`config.mk`:
```
export PLATFORM = sky130hd
export DESIGN_NAME = timer_loader
export DESIGN_NICKNAME = d
export VERILOG_FILES = /design/src/rtl/microwave_pkg.sv /design/src/rtl/bcd_entry_shift.sv /design/src/rtl/timer_loader.sv
export SDC_FILE = /design/constraint.sdc
export NUM_CORES = 1
export LEC_CHECK = 0
export BUFFER_PORTS_ARGS = -buffer_cell sky130_fd_sc_hd__buf_2
export CAP_MARGIN = 15
export CORE_UTILIZATION = 28
export DETAILED_ROUTE_END_ITERATION = 7
export PLACE_DENSITY = 0.62
export SYNTH_ARGS = -nofsm -noshare
export SYNTH_HDL_FRONTEND = slang
export SYNTH_SLANG_ARGS = --single-unit
```
`constraint.sdc`:
```
create_clock -name clk -period 1.46 [get_ports clk]
set_input_delay 0.292 -clock clk [delete_from_list [all_inputs] [get_ports clk]]
set_output_delay 0.292 -clock clk [all_outputs]
set_load 0.05 [all_outputs]
```
`src/rtl/microwave_pkg.sv`:
```
// microwave_pkg
// Shared constants for the microwave timer front end: FSM state encoding,
// BCD digit limits and a digit-validity helper.
package microwave_pkg;

    localparam logic [2:0] ST_IDLE  = 3'd0;
    localparam logic [2:0] ST_ENTRY = 3'd1;
    localparam logic [2:0] ST_LOAD  = 3'd2;
    localparam logic [2:0] ST_RUN   = 3'd3;
    localparam logic [2:0] ST_DONE  = 3'd4;

    localparam logic [3:0] BCD_ZERO = 4'd0;
    localparam logic [3:0] BCD_NINE = 4'd9;
    localparam logic [3:0] MAX_TENS = 4'd5;

    function automatic logic is_bcd(input logic [3:0] d);
        return d <= BCD_NINE;
    endfunction

endpackage

```
`src/rtl/bcd_entry_shift.sv`:
```
// bcd_entry_shift
// Three-digit BCD entry buffer. Digits enter at the ones position and move
// toward minutes. Once DIGITS digits are held, further shifts are dropped.
// clear empties the buffer; clear together with shift starts a fresh entry
// holding only the new key.
//   clk, clrn      clock, async active-low reset
//   shift, key     shift key into the ones position
//   clear          empty the buffer
//   ones/tens/mins current entry digits
//   full           DIGITS digits captured
//   all_zero       every entry digit is zero
module bcd_entry_shift
    import microwave_pkg::BCD_ZERO;
#(
    parameter int DIGITS = 3
) (
    input  logic       clk,
    input  logic       clrn,
    input  logic       shift,
    input  logic       clear,
    input  logic [3:0] key,
    output logic [3:0] ones,
    output logic [3:0] tens,
    output logic [3:0] mins,
    output logic       full,
    output logic       all_zero
);

    localparam logic [1:0] CNT_MAX = 2'(DIGITS);

    logic [1:0] count;

    always_ff @(posedge clk or negedge clrn) begin
        if (!clrn) begin
            ones  <= BCD_ZERO;
            tens  <= BCD_ZERO;
            mins  <= BCD_ZERO;
            count <= 2'd0;
        end else if (clear) begin
            mins <= BCD_ZERO;
            tens <= BCD_ZERO;
            if (shift) begin
                ones  <= key;
                count <= 2'd1;
            end else begin
                ones  <= BCD_ZERO;
                count <= 2'd0;
            end
        end else if (shift && !full) begin
            mins  <= tens;
            tens  <= ones;
            ones  <= key;
            count <= count + 2'd1;
        end
    end

    assign full     = (count == CNT_MAX);
    assign all_zero = (ones == BCD_ZERO) && (tens == BCD_ZERO) && (mins == BCD_ZERO);

endmodule

```
`src/rtl/timer_loader.sv`:
```
// timer_loader
// Keypad front end of the microwave countdown timer. Collects M:SS digits,
// validates them on start, parallel-loads the minutes/tens/ones counter
// chain, enables counting on each tick and flags completion.
//   clk, clrn            clock, async active-low reset
//   key_valid, key_code  keypad digit strobe and BCD value
//   start, stop_clear    control strobes (stop_clear wins, then start)
//   tick                 1 Hz strobe
//   zero_all             counter chain reads 0:00
//   ones/tens/mins_data  load values (entry registers)
//   loadn, cnt_en        counter parallel-load (active low) and enable
//   running, done, err   status; err pulses for one cycle on a bad start
//
// state | meaning
// IDLE  | empty entry, waiting for first digit
// ENTRY | collecting digits, waiting for start
// LOAD  | one cycle of loadn=0, counters capture the entry
// RUN   | counting down, cnt_en follows tick
// DONE  | countdown reached 0:00, waiting for stop_clear or a new digit
module timer_loader
    import microwave_pkg::ST_IDLE;
    import microwave_pkg::ST_ENTRY;
    import microwave_pkg::ST_LOAD;
    import microwave_pkg::ST_RUN;
    import microwave_pkg::ST_DONE;
    import microwave_pkg::is_bcd;
#(
    parameter int         DIGITS   = 3,
    parameter logic [3:0] MAX_TENS = microwave_pkg::MAX_TENS
) (
    input  logic       clk,
    input  logic       clrn,
    input  logic       key_valid,
    input  logic [3:0] key_code,
    input  logic       start,
    input  logic       stop_clear,
    input  logic       tick,
    input  logic       zero_all,
    output logic [3:0] ones_data,
    output logic [3:0] tens_data,
    output logic [3:0] mins_data,
    output logic       loadn,
    output logic       cnt_en,
    output logic       running,
    output logic       done,
    output logic       err
);

    logic [2:0] state;
    logic [2:0] state_nxt;
    logic       key_ok;
    logic       do_shift;
    logic       do_clear;
    logic       reject;
    logic       entry_full;
    logic       entry_zero;

    assign key_ok = key_valid && is_bcd(key_code);

    bcd_entry_shift #(
        .DIGITS (DIGITS)
    ) u_entry (
        .clk      (clk),
        .clrn     (clrn),
        .shift    (do_shift),
        .clear    (do_clear),
        .key      (key_code),
        .ones     (ones_data),
        .tens     (tens_data),
        .mins     (mins_data),
        .full     (entry_full),
        .all_zero (entry_zero)
    );

    always_comb begin
        state_nxt = state;
        do_shift  = 1'b0;
        do_clear  = 1'b0;
        reject    = 1'b0;
        if (stop_clear) begin
            state_nxt = ST_IDLE;
            do_clear  = 1'b1;
        end else begin
            case (state)
                ST_IDLE: begin
                    if (key_ok) begin
                        do_shift  = 1'b1;
                        state_nxt = ST_ENTRY;
                    end
                end
                ST_ENTRY: begin
                    // start outranks a same-cycle key even when the start
                    // itself is ignored for an empty entry
                    if (start) begin
                        if (!entry_zero) begin
                            if (tens_data > MAX_TENS)
                                reject = 1'b1;
                            else
                                state_nxt = ST_LOAD;
                        end
                    end else if (key_ok && !entry_full) begin
                        do_shift = 1'b1;
                    end
                end
                ST_LOAD: state_nxt = ST_RUN;
                ST_RUN: begin
                    if (zero_all)
                        state_nxt = ST_DONE;
                end
                ST_DONE: begin
                    if (key_ok) begin
                        do_clear  = 1'b1;
                        do_shift  = 1'b1;
                        state_nxt = ST_ENTRY;
                    end
                end
                default: state_nxt = ST_IDLE;
            endcase
        end
    end

    always_ff @(posedge clk or negedge clrn) begin
        if (!clrn) begin
            state <= ST_IDLE;
            err   <= 1'b0;
        end else begin
            state <= state_nxt;
            err   <= reject;
        end
    end

    // stop_clear suppresses both strobes in the same cycle so an abort never
    // loads or advances the counters
    assign loadn   = !((state == ST_LOAD) && !stop_clear);
    assign cnt_en  = (state == ST_RUN) && tick && !zero_all && !stop_clear;
    assign running = (state == ST_LOAD) || (state == ST_RUN);
    assign done    = (state == ST_DONE);

endmodule

```
==> results of run 1 <==
[power by group]
group | internal (uW) | switching [uW] | total [uW]
Clock | 106 | 150 | 257
Combinational | 451 | 485 | 936
Sequential | 562 | 55.0 | 617
[repair_timing]
| item | CTS | global route |
|---|---|---|
| resized for setup | 23 | 9 |
| setup endpoints to repair | 14 | 19 |
| hold endpoints to repair | 18 | 0 |
| pin swaps | 15 | 6 |
| gates cloned | 1 | 0 |
| setup buffers | 5 | 2 |
| hold buffers | 1 | 0 |
[metal layers]
layer	part of all wire [%]	track usage [%]
met5	0	0
met4	0.53	2.99
met3	3.2	3.25
met2	50	24.5
met1	47	21.3
[cell usage in the layout, fill, tap and decap left out, drive strengths merged, types with 2 or more instances in the layout]
master | Yosys | layout
buf | 4 | 48
a21oi | 1 | 2
nor3 | 2 | 2
nand2 | 5 | 5
nor4b | 2 | 2
o21ai | 6 | 6
nor2 | 2 | 2
nand2b | 7 | 7
nor4 | 3 | 3
nand4b | 4 | 4
clkbuf | 2 | 4
dfrtp | 18 | 18
a22o | 10 | 10
a211oi | 2 | 2
[worst max-delay path, stage by stage (launching register included)]
cell and delay (ns):
dfrtp_1 0.38, and2b_4 0.25, nand2_2 0.06, nor4b_4 0.22
buf_6 0.19
[kinds of logic after synthesis]
group | Yosys count
multiplexers | 1
buffers and inverters | 7
AO/OA/AOI/OAI | 25
AND/OR/NAND/NOR | 31
flip-flops | 18
adder cells (fa/ha/maj) | 1
[layout make-up]
cell class / count / area [sq um] / area share, %
multi-input combinational: 59 / 523 / 36.3
tap: 44 / 55.1 / 3.83
inverter: 1 / 3.75 / 0.261
clock buffer: 4 / 26.3 / 1.83
timing repair buffer: 49 / 370 / 25.7
sequential: 18 / 460 / 32.0
[per-stage QoR]
step                      TNS (ns)  setup WS [ns]  total power [uW]  std cells
after floorplan             -0.434         -0.415              1110         83
after global placement     -0.0238        -0.0185              1300        163
after detailed placement    -0.118        -0.0365              1310        163
after CTS                    -1.41         -0.229              1760        174
after global routing         -2.52         -0.276              1920        175
final                        -1.18         -0.216              1810        175
[worst min path at each step]
| stage | start | endpoint | slack, ns |
|---|---|---|---|
| finish | key_code[0] | u_entry.ones[0]$_DFFE_PN0P_ | 0.24 |
| global route | key_code[1] | u_entry.ones[1]$_DFFE_PN0P_ | 0.26 |
| CTS | key_code[0] | u_entry.ones[0]$_DFFE_PN0P_ | 0.24 |
| detailed placement | clrn | u_entry.ones[2]$_DFFE_PN0P_ | 0.24 |
| global placement | clrn | u_entry.mins[0]$_DFFE_PN0P_ | 0.24 |
| floorplan | clrn | err$_DFF_PN0_ | -0.004 |
[state kept, by name, summed over array words and instances, names as in the netlist]
register / cells
u_entry.mins: 4
u_entry.ones: 4
u_entry.tens: 4
state: 3
u_entry.count: 2
err: 1
==> results_dict.tcl, run 1 <==
set metrics [dict create \
    synth_common_cells "18 x dfrtp_1, 7 x nand2b_1, 6 x a22o_1" \
    final_net_count 144 \
    synthesized_netlist_cell_count 83 \
    synthDominantAreaCellType "dfrtp_1" \
    grt_max_degree 19 \
    power.ir.vdd_worst_v 0.000645 \
    worstHoldPathCells 3 \
    critPathCaptureType "output pin" \
    grt_total_ovfl 0 \
    critical_path.reg2reg.endpoint "u_entry.ones[0]$_DFFE_PN0P_" \
    drt_iter0_markers 8 \
    synth.yosys.warnings 0 \
    detail_route.vias_per_cell 5.06 \
    wire_length_of_the_first_global_routing_pass_um 4080 \
    placement_cell_area_sq_um 1250 \
    fin_hold_ws_ns 0.242 \
    groute.usage.overall_pct 15.3 \
    synthArstFlopShare_pct 100 \
    cp.required_ns 1.17 \
    clock-root-buffer "clkbuf_4" \
    grt_setup_unrepaired "true" \
    drt.antenna.violating_nets 0 \
    outcome "finished, violations left" \
    yosys.cell_count.top_type "dfrtp_1" \
    worstSetupStartpoint "state[2]$_DFFE_PN0P_" \
    finalWirelength_um 2440 \
    fillerInstances 310 \
    synth_flop_cell "dfrtp_1" \
    place.port_buffers 27 \
    timing.clock.skew_ns 0.00767 \
    htree_levels 1 \
    synth_sequential_area_ratio_pct 47.5 \
    drive_gt1_share_pct 60.3 \
    reg2reg_setup_slack_ns -0.08 \
    postSynthRegisterBits 18 \
    synth.mux.area_fraction_pct 1.06 \
    crit_path_end "cnt_en" \
    timing.hold.worst.class "primary input to flip-flop" \
    design.die.area_sq_um 3620 \
    fin_util_pct 46.0 \
    worstRegToRegCells 6 \
    floorplan.die.width_um 60.2 \
    yosys.area_share.adder_pct 1.32 \
    clock-sinks 18 \
    drc 0 \
    insertion_delay_ns 0.29 \
    crit-reg2reg-launch "state[2]$_DFFE_PN0P_" \
    syn-num-nets 95 \
    worst-endpoint-arrival_ns 1.38 \
    slack_of_the_critical_path_ns -0.216 \
    ioPinCount 28 \
    clk_transition_reported_paths_ns 0.10 \
    via_count 885 \
    synthesis.area_sq_um 948 \
    synthDominantCellAreaShare_pct 47.5 \
    detailed_place_hpwl_um 1740 \
    drt_first_pass_iters 4 \
    combinational_family_with_the_most_area_after_synthesis "simple AND/OR/NAND/NOR gates" \
    placeableCoreArea_sq_um 3130 \
    maxSlewViolCount 0 \
    failed_checks "setup timing" \
    fp-row-count 20 \
    final.min_clock_period_ns 1.68 \
    clock_path_buffers 2 \
    p_leak_uw 0.000683 \
    timing_worst_setup_path_type "flip-flop to output pin" \
    die_h_um 60.2 \
    vias_in_the_first_global_route 857 \
    slew_headroom_pct 71.6 \
    cts_tree "yes" \
    fin_crit_sh_pct 115 \
    antenna_found_initial 0 \
    insertedDiodeCount 0 \
    layout-area-overhead-vs-synth_pct 51.7 \
    post_synth_xor_area_fraction_pct 0 \
    report.final.setup_viol 18 \
    startpoint_type "flip-flop" \
    fmax_mhz 597 \
    stdcell_area_sq_um 1440 \
    drt-wirelength-per-cell_um 13.9 \
    critical_path_peak_fanout 2 \
    synth_enable_flop_cells 0 \
    power-per-cell-area_nw_per_um2 1260 \
    synth-simple-area-share_pct 23.0 \
    tightestPinTransition_ns 0.415 \
    gp_congestion 0.826 \
    numCtsBuffers 3 \
    hold_violations 0 \
    initial_utilization_pct 30.3 \
    synth_top_cells_by_area "dfrtp_1 47%, a22o_1 5.5%, nand2b_1 4.6%, a22o_2 4.2%, nand4b_1 3.7%" \
    avgSynthCellArea_sq_um 11.4 \
    max_cap_violations 0 \
    compound_gate_fraction_of_synth_area_pct 21.8 \
    yosys.cell_types.count 36 \
]
No activity file was read; power rests on OpenSTA's default activity.
==> inputs of run 2 (changes only) <==
--- a/config.mk
+++ b/config.mk
@@ -5,7 +5,7 @@
 export SDC_FILE = /design/constraint.sdc
 export NUM_CORES = 1
 export LEC_CHECK = 0
-export BUFFER_PORTS_ARGS = -buffer_cell sky130_fd_sc_hd__buf_2
+export BUFFER_PORTS_ARGS = -buffer_cell sky130_fd_sc_hd__buf_4
 export CAP_MARGIN = 15
 export CORE_UTILIZATION = 28
 export DETAILED_ROUTE_END_ITERATION = 7
==> run 2 against run 1 <==
The run still ends with setup timing left; register-to-register slack gained 0.04 ns; utilization grew 1.6 points; routed wire length grew 5.8%; non-clock buffer count shrank 2; combinational power grew 3.2%; sequential power is essentially flat; via count shrank 0.45%; clock skew grew 0.0027 ns; worst hold slack gained 0.0090 ns; critical path depth is the same.
==> results_dict.tcl, run 2 (synthesized netlist as in run 1, its figures left out) <==
set metrics [dict create \
    outcome "finished, violations left" \
    failed_checks "setup timing" \
    power-per-cell-area_nw_per_um2 1240 \
    insertion_delay_ns 0.29 \
    crit_path_max_incr_delay_ns 0.38 \
    floorplan.die.width_um 60.2 \
    via_count 881 \
    timing_worst_setup_path_type "flip-flop to output pin" \
    final_net_count 142 \
    maxSlewViolCount 0 \
    placeableCoreArea_sq_um 3130 \
    drt-wirelength-per-cell_um 14.9 \
    final.min_clock_period_ns 1.71 \
    antenna_found_initial 0 \
    fmax_mhz 586 \
    fin_crit_sh_pct 117 \
    vias_in_the_first_global_route 824 \
    startpoint_type "flip-flop" \
    most-common-layout-cells "36 x buf_4, 10 x dfrtp_1, 8 x dfrtp_2" \
    timing.clock.skew_ns 0.0103 \
    critical_path.slowest_cell "dfrtp_1" \
    timing.hold.worst.start "key_code[0]" \
    hold_violations 0 \
    critical_path.reg2reg.endpoint "u_entry.tens[1]$_DFFE_PN0P_" \
    insertedDiodeCount 0 \
    report.final.setup_viol 8 \
    drive_gt1_share_pct 59.7 \
    grt_total_ovfl 0 \
    cp.required_ns 1.17 \
    detail_route.vias_per_cell 5.09 \
    critical_path_peak_fanout 2 \
    htree_levels 1 \
    fillerInstances 292 \
    p_leak_uw 0.000687 \
    place.port_buffers 27 \
    ioPinCount 28 \
    numCtsBuffers 3 \
    crit-reg2reg-launch "state[0]$_DFFE_PN0P_" \
    cts_tree "yes" \
    groute.usage.overall_pct 15.2 \
    initial_utilization_pct 30.3 \
    reg2reg_setup_slack_ns -0.04 \
    slew_headroom_pct 67.8 \
    gp_congestion 0.837 \
    tightestPinTransition_ns 0.471 \
    layout-area-overhead-vs-synth_pct 56.9 \
    worst-endpoint-arrival_ns 1.41 \
    slack_of_the_critical_path_ns -0.246 \
    detailed_place_hpwl_um 1790 \
    drt.antenna.violating_nets 0 \
    drt_first_pass_iters 4 \
    clock-sinks 18 \
    grt_max_degree 19 \
    power.ir.vdd_worst_v 0.000604 \
    worstHoldEndpoint "u_entry.ones[0]$_DFFE_PN0P_" \
    clk_transition_reported_paths_ns 0.10 \
    drc 0 \
    crit_path_cell_trace "and2b_4 > nand2_4 > nor4b_4 > buf_6" \
    die_h_um 60.2 \
    worstHoldPathCells 3 \
    fp-row-count 20 \
    fin_util_pct 47.6 \
    fin_hold_ws_ns 0.251 \
    most_common_library_cell_in_the_layout_ignoring_fill_and_taps "buf_4" \
    max_cap_violations 0 \
    grt_setup_unrepaired "true" \
    critPathCaptureType "output pin" \
    drt_iter0_markers 20 \
    timing.hold.worst.class "primary input to flip-flop" \
    worstRegToRegCells 5 \
    finalWirelength_um 2580 \
    wire_length_of_the_first_global_routing_pass_um 3970 \
    clock-root-buffer "clkbuf_4" \
    largestRegisters "u_entry.mins: 4 flops, u_entry.ones: 4 flops, u_entry.tens: 4 flops" \
    design.die.area_sq_um 3620 \
    clock_path_buffers 2 \
]
==> run 2: changes by cell type in the layout (fill, tap and decap cells not counted), sizes merged <==
| cell | before | now |
|---|---|---|
| buf | 48 | 46 |
==> run 2: final cells by class <==
class                      instances  area [sq um]  share of cell area [%]
inverter                           1          3.75                   0.252
clock buffer                       4          26.3                    1.77
multi-input combinational         59           533                    35.8
timing repair buffer              47           409                    27.5
tap                               44          55.1                    3.70
sequential                        18           460                    31.0
==> run 2: worst max-delay path: cells and delay by family (launching register included) <==
kind,cells,cell delay [ns]
buffers and inverters,1,0.20
and+or+nand+nor,3,0.55
DFF,1,0.38
==> run 2: worst max-delay path by stage <==
stage                  end  slack (ns)  cells after the start                  from
floorplan           cnt_en       -0.42                      4  state[2]$_DFFE_PN0P_
global placement    cnt_en       -0.02                      4  state[1]$_DFFE_PN0P_
detailed placement  cnt_en       -0.04                      4  state[1]$_DFFE_PN0P_
CTS                 cnt_en       -0.24                      4  state[2]$_DFFE_PN0P_
global route        cnt_en       -0.31                      4  state[2]$_DFFE_PN0P_
finish              cnt_en       -0.25                      4  state[2]$_DFFE_PN0P_
==> run 2: metrics by stage <==
stage	setup slack, ns	power (uW)	instance area (sq um)	setup TNS [ns]	cells
4_1_cts	-0.243	1770	1430	-0.581	171
6_report	-0.246	1840	1490	-0.646	173
2_1_floorplan	-0.415	1110	980	-0.434	83
3_5_place_dp	-0.0432	1340	1310	-0.253	162
5_1_grt	-0.311	1950	1490	-1.42	173
3_3_place_gp	-0.0167	1330	1310	-0.0167	162
==> run 2: power breakdown <==
part | internal [uW] | switching [uW]
clock | 106 | 146
combinational | 474 | 492
sequential | 562 | 57.1
==> run 2: metal layers <==
layer  wire (um)  track usage (%)  up-vias
met3         129             3.46        2
met4          19             2.99        0
met1        1170             21.0      433
met5           0                0        -
met2        1260             24.3       33
li1            -                -      413
==> run 2: repair_timing <==
item,4_1_cts,5_1_grt
hold endpoints to repair,18,0
hold buffers,1,0
pin swaps,1,9
setup buffers,4,2
endpoints found under the setup margin,12,17
resized for setup,15,13
cloned,0,1
